==> src/rtl/head_gbus_wr_arb.sv <==
// head_gbus_wr_arb: buffers each core's fire-and-forget gbus writes in a
// private FIFO and round-robins them onto one registered valid/ready port.
module head_gbus_wr_arb #(
  parameter int CORE_NUM        = 4,
  parameter int GBUS_ADDR_WIDTH = 19,
  parameter int GBUS_DATA_WIDTH = 32,
  parameter int FIFO_DEPTH      = 4
) (
  input  logic                                  clk,
  input  logic                                  rstn,
  input  logic [CORE_NUM*GBUS_ADDR_WIDTH-1:0]   core_gbus_addr,
  input  logic [CORE_NUM-1:0]                   core_gbus_wen,
  input  logic [CORE_NUM*GBUS_DATA_WIDTH-1:0]   core_gbus_wdata,
  input  logic                                  gbus_ready,
  output logic [GBUS_ADDR_WIDTH-1:0]            gbus_addr,
  output logic                                  gbus_wen,
  output logic [GBUS_DATA_WIDTH-1:0]            gbus_wdata,
  output logic [$clog2(CORE_NUM)-1:0]           gbus_src_id,
  input  logic                                  clear_err,
  output logic [CORE_NUM-1:0]                   ovf_err,
  output logic                                  busy
);

  localparam int SRC_W = $clog2(CORE_NUM);
  localparam int PTR_W = $clog2(FIFO_DEPTH);
  localparam int CNT_W = PTR_W + 1;
  localparam int AW    = GBUS_ADDR_WIDTH;
  localparam int DW    = GBUS_DATA_WIDTH;
  localparam int ENT_W = AW + DW;

  // FIFO storage and bookkeeping
  logic [ENT_W-1:0] mem_q  [CORE_NUM][FIFO_DEPTH];
  logic [PTR_W-1:0] wptr_q [CORE_NUM];
  logic [PTR_W-1:0] wptr_d [CORE_NUM];
  logic [PTR_W-1:0] rptr_q [CORE_NUM];
  logic [PTR_W-1:0] rptr_d [CORE_NUM];
  logic [CNT_W-1:0] cnt_q  [CORE_NUM];
  logic [CNT_W-1:0] cnt_d  [CORE_NUM];

  logic [CORE_NUM-1:0] req_s;
  logic [CORE_NUM-1:0] full_s;
  logic [CORE_NUM-1:0] pop_s;
  logic [CORE_NUM-1:0] push_s;
  logic [CORE_NUM-1:0] drop_s;

  // Arbiter
  logic             slot_free_s;
  logic             grant_vld_s;
  logic [SRC_W-1:0] grant_idx_s;
  logic [SRC_W-1:0] cand_s;
  logic [SRC_W-1:0] last_grant_q;
  logic [SRC_W-1:0] last_grant_d;
  logic [ENT_W-1:0] head_s;

  // Output register and error flags
  logic             wen_q,  wen_d;
  logic [AW-1:0]    addr_q, addr_d;
  logic [DW-1:0]    data_q, data_d;
  logic [SRC_W-1:0] src_q,  src_d;
  logic [CORE_NUM-1:0] ovf_q, ovf_d;

  // Per-core request and full flags derived from the occupancy counters
  always_comb begin
    req_s  = '0;
    full_s = '0;
    for (int i = 0; i < CORE_NUM; i++) begin
      req_s[i]  = (cnt_q[i] != '0);
      full_s[i] = (cnt_q[i] == CNT_W'(FIFO_DEPTH));
    end
  end

  assign slot_free_s = !wen_q || gbus_ready;

  // Round-robin search starting just after the last winner; only when the slot is free
  always_comb begin
    grant_vld_s = 1'b0;
    grant_idx_s = '0;
    cand_s      = '0;
    for (int k = 1; k <= CORE_NUM; k++) begin
      cand_s = SRC_W'((int'(last_grant_q) + k) % CORE_NUM);
      if (slot_free_s && !grant_vld_s && req_s[cand_s]) begin
        grant_vld_s = 1'b1;
        grant_idx_s = cand_s;
      end else begin
        grant_vld_s = grant_vld_s;
      end
    end
  end

  // FIFO push/pop decisions, drop detection and pointer/count next state
  always_comb begin
    pop_s  = '0;
    push_s = '0;
    drop_s = '0;
    for (int i = 0; i < CORE_NUM; i++) begin
      cnt_d[i]  = cnt_q[i];
      wptr_d[i] = wptr_q[i];
      rptr_d[i] = rptr_q[i];
      pop_s[i]  = grant_vld_s && (grant_idx_s == SRC_W'(i));
      // A full FIFO still has room when it is being popped this cycle
      push_s[i] = core_gbus_wen[i] && (!full_s[i] || pop_s[i]);
      drop_s[i] = core_gbus_wen[i] && full_s[i] && !pop_s[i];
      if (push_s[i]) begin
        wptr_d[i] = wptr_q[i] + PTR_W'(1);
      end else begin
        wptr_d[i] = wptr_q[i];
      end
      if (pop_s[i]) begin
        rptr_d[i] = rptr_q[i] + PTR_W'(1);
      end else begin
        rptr_d[i] = rptr_q[i];
      end
      case ({push_s[i], pop_s[i]})
        2'b10:   cnt_d[i] = cnt_q[i] + CNT_W'(1);
        2'b01:   cnt_d[i] = cnt_q[i] - CNT_W'(1);
        default: cnt_d[i] = cnt_q[i];
      endcase
    end
  end

  assign head_s = mem_q[grant_idx_s][rptr_q[grant_idx_s]];

  // Output register load/hold, last-grant update and sticky overflow flags
  always_comb begin
    wen_d        = wen_q;
    addr_d       = addr_q;
    data_d       = data_q;
    src_d        = src_q;
    last_grant_d = last_grant_q;
    if (slot_free_s) begin
      if (grant_vld_s) begin
        wen_d        = 1'b1;
        addr_d       = head_s[ENT_W-1:DW];
        data_d       = head_s[DW-1:0];
        src_d        = grant_idx_s;
        last_grant_d = grant_idx_s;
      end else begin
        wen_d = 1'b0;
      end
    end else begin
      wen_d = wen_q;
    end
    // A new drop in the same cycle as a clear leaves the flag set
    if (clear_err) begin
      ovf_d = drop_s;
    end else begin
      ovf_d = ovf_q | drop_s;
    end
  end

  // FIFO payload storage; contents need no reset since counts gate every read
  always_ff @(posedge clk) begin
    for (int i = 0; i < CORE_NUM; i++) begin
      if (push_s[i]) begin
        mem_q[i][wptr_q[i]] <= {core_gbus_addr[i*AW +: AW], core_gbus_wdata[i*DW +: DW]};
      end
    end
  end

  // FIFO pointers and counts
  always_ff @(posedge clk or negedge rstn) begin
    if (!rstn) begin
      for (int i = 0; i < CORE_NUM; i++) begin
        cnt_q[i]  <= '0;
        wptr_q[i] <= '0;
        rptr_q[i] <= '0;
      end
    end else begin
      for (int i = 0; i < CORE_NUM; i++) begin
        cnt_q[i]  <= cnt_d[i];
        wptr_q[i] <= wptr_d[i];
        rptr_q[i] <= rptr_d[i];
      end
    end
  end

  // Output beat, arbitration history and error flags
  always_ff @(posedge clk or negedge rstn) begin
    if (!rstn) begin
      wen_q        <= 1'b0;
      addr_q       <= '0;
      data_q       <= '0;
      src_q        <= '0;
      ovf_q        <= '0;
      last_grant_q <= SRC_W'(CORE_NUM - 1);
    end else begin
      wen_q        <= wen_d;
      addr_q       <= addr_d;
      data_q       <= data_d;
      src_q        <= src_d;
      ovf_q        <= ovf_d;
      last_grant_q <= last_grant_d;
    end
  end

  assign gbus_wen    = wen_q;
  assign gbus_addr   = addr_q;
  assign gbus_wdata  = data_q;
  assign gbus_src_id = src_q;
  assign ovf_err     = ovf_q;
  assign busy        = (|req_s) || wen_q;

endmodule

==> config.mk <==
export PLATFORM = sky130hd
export DESIGN_NAME = head_gbus_wr_arb
export DESIGN_NICKNAME = d
export VERILOG_FILES = /design/src/rtl/head_gbus_wr_arb.sv
export SDC_FILE = /design/constraint.sdc
export NUM_CORES = 1
export LEC_CHECK = 0
export CAP_MARGIN = 20
export CELL_PAD_IN_SITES_DETAIL_PLACEMENT = 2
export CELL_PAD_IN_SITES_GLOBAL_PLACEMENT = 2
export CORE_MARGIN = 1.5
export CORE_UTILIZATION = 47
export CTS_BUF_LIST = sky130_fd_sc_hd__clkbuf_4 sky130_fd_sc_hd__clkbuf_8
export CTS_CLUSTER_DIAMETER = 120
export DETAILED_ROUTE_END_ITERATION = 6
export PLACE_DENSITY = 0.95
export SETUP_SLACK_MARGIN = 0.2
export SYNTH_ARGS = -nofsm -noshare
export SYNTH_HDL_FRONTEND = slang
export SYNTH_SLANG_ARGS = --single-unit
==> constraint.sdc <==
create_clock -name clk -period 8.7 [get_ports clk]
set_input_delay 1.74 -clock clk [delete_from_list [all_inputs] [get_ports clk]]
set_output_delay 1.74 -clock clk [all_outputs]
set_load 0.02 [all_outputs]
==> metrics.txt <==
status=finished clean; routability cong.=0.826; syn_area_per_cell=15.0 um2; Worst Skew=0.0493 ns; leakage=0.0145 uW; hold path start=ovf_err[3]$_DFF_PN0_; Tmin final=7.04 ns; Slew Limit Fails=0; cells along the critical path=clkdlybuf4s50_1 > nand2b_1 > o211ai_1 > a221oi_2 > mux2i_1 > nand2_4 > buf_4 > and3_2 > buf_4 > a22oi_1 > nand4_1 > o311a_1; vias per cell=7.35; crit path max fanout=61; CP Launch Type=primary input; pin count of the biggest net entering global routing=89; Hold Path End=ovf_err[3]$_DFF_PN0_; CP arrival=7.78 ns; Seq. cell area=0.0267 mm2; distinct cell type count after synthesis=54; peak supply drop=359 uV; Crit. End Element=flop; CTS Buf Count=149; worst r2r src=last_grant_q[1]$_DFFE_PN1P_; Starting Density=47.6%; DP Wirelength=85200 um; drt initial violations=4909; most used cell, CP=buf_4; DRT Pass-1 Iters=6; worst-skew pair later-pin latency=0.84 ns; RSZ-0062 raised after global routing=no; worst min-delay path class=reg2reg; Post-synth ARST share=9.73%; Worst-path clk slew=0.07 ns; number of synthesized flops with an enable pin=816; PortBufs=270; Total Routing Usage GR=42.2%; CP bufs+invs=3; first-pass GRT wire length=229000 um; placed cell area=0.0391 mm2; area of the multi-input gates=0.00817 mm2; Final Cycle Share=80.9%; row count=100; cell area after layout=0.0425 mm2; number of global-route vias before repair=28730; Antenna Nets Post-Route=0; setup violators final=0; core area=0.0747 mm2; total number of vias=27709; flops & latches, synth=904; GRT overflow=0; CTS tree=yes; Fin. Hold Viols=0; slowest CP cell=and3_2; r2r endpoint=gbus_addr[3]$_DFFE_PN0P_; worst setup path class=in2reg; total of max-cap violations=0; Worst R2R Setup Slack=2.13 ns; FF-to-FF path depth=11; Synth Cell Area=0.0356 mm2; cts repair resizes=0; post-synth net total=2605; CTS Hold Bufs=0; Slew @ Worst Pin=1.24 ns; Mapped Cells=2369; layout cells sized above 1=13.5%; H-tree levels=4; Max Freq=142 MHz; Die Span X=278 um; mean routed wirelength per cell=46.8 um; CTS Root Cell=clkbuf_8; clock sink count=904; area grow syn2layout=19.4%; final WL=176000 um; Slew HR=16.7%; worst hold path depth=2; initial antenna violation count=14; Final Core Density=56.9%; overall power=18800 uW; Synth warnings=0; Main synth FF type=edfxtp_1; die area=0.0773 mm2; Nets=2899; clk buf depth=3; Req. time, crit path=9.44 ns; fillers=6416; register area share after synthesis=75.1%; postcts setup bufs=0; setup_tns=0 ns; Critical Path Max Stage Delay=0.81 ns; pwr dens=443 mW/mm2; # IOs=271; cell family with the largest share of critical-path delay=simple AND/OR/NAND/NOR gates; DR DRC count=0; crit path launch=gbus_ready; Die Y=278 um
==> placed cells by master, fill, tap and decap left out, drive strengths merged, types with 2 or more instances in the layout <==
cell type / count
nor2b: 2
clkdlybuf4s50: 269
mux2i: 65
and2: 16
xor2: 10
or3: 5
and3: 58
nand3: 322
or4: 2
a22oi: 99
a41oi: 50
clkinv: 43
dfrtp: 86
nand2: 222
buf: 36
clkbuf: 224
nand4: 52
o311a: 49
mux4: 2
clkinvlp: 5
edfxtp: 816
fa: 4
xnor2: 14
o21ai: 63
a21o: 3
inv: 42
nor2: 12
dfstp: 2
a21oi: 56
nand2b: 50
or4b: 2
ha: 20
diode: 12
a31oi: 7
mux2: 52
nor3: 10
o22ai: 3
a221oi: 2
==> area by class of cell <==
| type | count | area share (%) |
|---|---|---|
| clock buffers | 224 | 6.42 |
| clock inverters | 53 | 0.619 |
| inverters | 37 | 0.327 |
| flip-flops and latches | 904 | 62.9 |
| multi-input cells | 1266 | 19.2 |
| well taps | 969 | 2.85 |
| repair buffers | 305 | 7.57 |
| diodes | 12 | 0.0707 |
==> how the worst max path moves through the flow <==
stage	to	slack, ns	depth (start not counted)
2_1_floorplan	mem_q[3][0]$_DFFE_PP_	3.19	12
4_1_cts	gbus_addr[3]$_DFFE_PN0P_	2.17	12
3_3_place_gp	gbus_wdata[15]$_DFFE_PN0P_	2.27	12
6_report	gbus_addr[3]$_DFFE_PN0P_	1.66	12
3_5_place_dp	gbus_addr[3]$_DFFE_PN0P_	1.59	12
5_1_grt	cnt_q[2]$_DFFE_PN0P_	1.80	15
==> per-layer routing <==
metal  GRT usage [%]  vias to the layer above  wire [um]
met1            52.6                    13963      60900
met5               0                        -         72
met3            11.1                      900      21900
li1                -                     9812          -
met2            66.6                     3022      80400
met4            24.6                       12      13100
==> cells by family (layout without fill, tap and decap cells) <==
kind of cell	after synthesis	count (layout)	synth area share, %
other cells	0	12	0
xor+xnor	24	24	0.591
compound gates	343	343	7.01
buf+inv	199	619	2.24
flops	904	904	75.1
fa+ha+maj	24	24	0.929
mux	119	119	3.60
simple gates	756	756	10.5
==> flip-flops by register name, summed over array words and instances, names as in the netlist <==
| register | flops |
|---|---|
| mem_q | 816 |
| gbus_wdata | 32 |
| gbus_addr | 19 |
| cnt_q | 12 |
| rptr_q | 8 |
| wptr_q | 8 |
| ovf_err | 4 |
| gbus_src_id | 2 |
| last_grant_q | 2 |
| gbus_wen | 1 |
==> through the flow <==
stage          worst slack (ns)  hold slack, ns  std cells
2_1_floorplan              3.19           0.435       2369
3_3_place_gp               2.27           0.459       3468
3_5_place_dp               1.59           0.466       3469
4_1_cts                    2.17           0.493       3746
5_1_grt                    1.80           0.541       3764
6_report                   1.66           0.533       3770
==> synthesized netlist by cell type (2+ instances only) <==
| cell type | n | area, um2 |
|---|---|---|
| and3_1 | 58 | 363 |
| buf_2 | 20 | 100 |
| nor2b_1 | 2 | 12.5 |
| buf_4 | 3 | 22.5 |
| or3_1 | 5 | 31.3 |
| xnor2_1 | 14 | 123 |
| mux2_2 | 52 | 586 |
| mux2i_1 | 65 | 651 |
| o22ai_1 | 3 | 18.8 |
| nand2b_1 | 50 | 313 |
| clkbuf_1 | 128 | 480 |
| a22oi_1 | 98 | 736 |
| inv_1 | 37 | 139 |
| o311a_1 | 49 | 490 |
| and2_1 | 16 | 100 |
| edfxtp_1 | 816 | 24500 |
| a41oi_1 | 50 | 438 |
| nand2_1 | 222 | 833 |
| a21oi_1 | 56 | 280 |
| o21ai_0 | 63 | 315 |
| nand4_1 | 52 | 325 |
| dfrtp_1 | 86 | 2150 |
| ha_1 | 20 | 250 |
| xor2_1 | 10 | 87.6 |
| a21o_1 | 3 | 22.5 |
| buf_6 | 2 | 22.5 |
| or4_1 | 2 | 15.0 |
| mux4_2 | 2 | 45.0 |
| nand3_1 | 322 | 1610 |
| dfstp_2 | 2 | 52.6 |
| fa_1 | 4 | 80.1 |
| nor3_1 | 10 | 50.1 |
| a31oi_1 | 7 | 43.8 |
| buf_1 | 9 | 33.8 |
| nor2_1 | 12 | 45.0 |
==> power breakdown <==
group	leakage [uW]	switching (uW)	internal, uW
combinational	0.00437	5710	2210
sequential	0.00849	799	5880
clock	0.00159	2200	2020
==> worst register-to-register path, stage by stage, from the launching register on <==
cell      delay [ns]
dfstp_2         0.71
nor4b_1         0.77
o211ai_1        0.31
a221oi_2        0.49
mux2i_1         0.41
nand2_4         0.70
buf_4           0.83
and3_2          0.85
buf_4           0.57
a22oi_1         0.33
nand4_1         0.26
o311a_1         0.25
(Power assumes the default switching activity.)
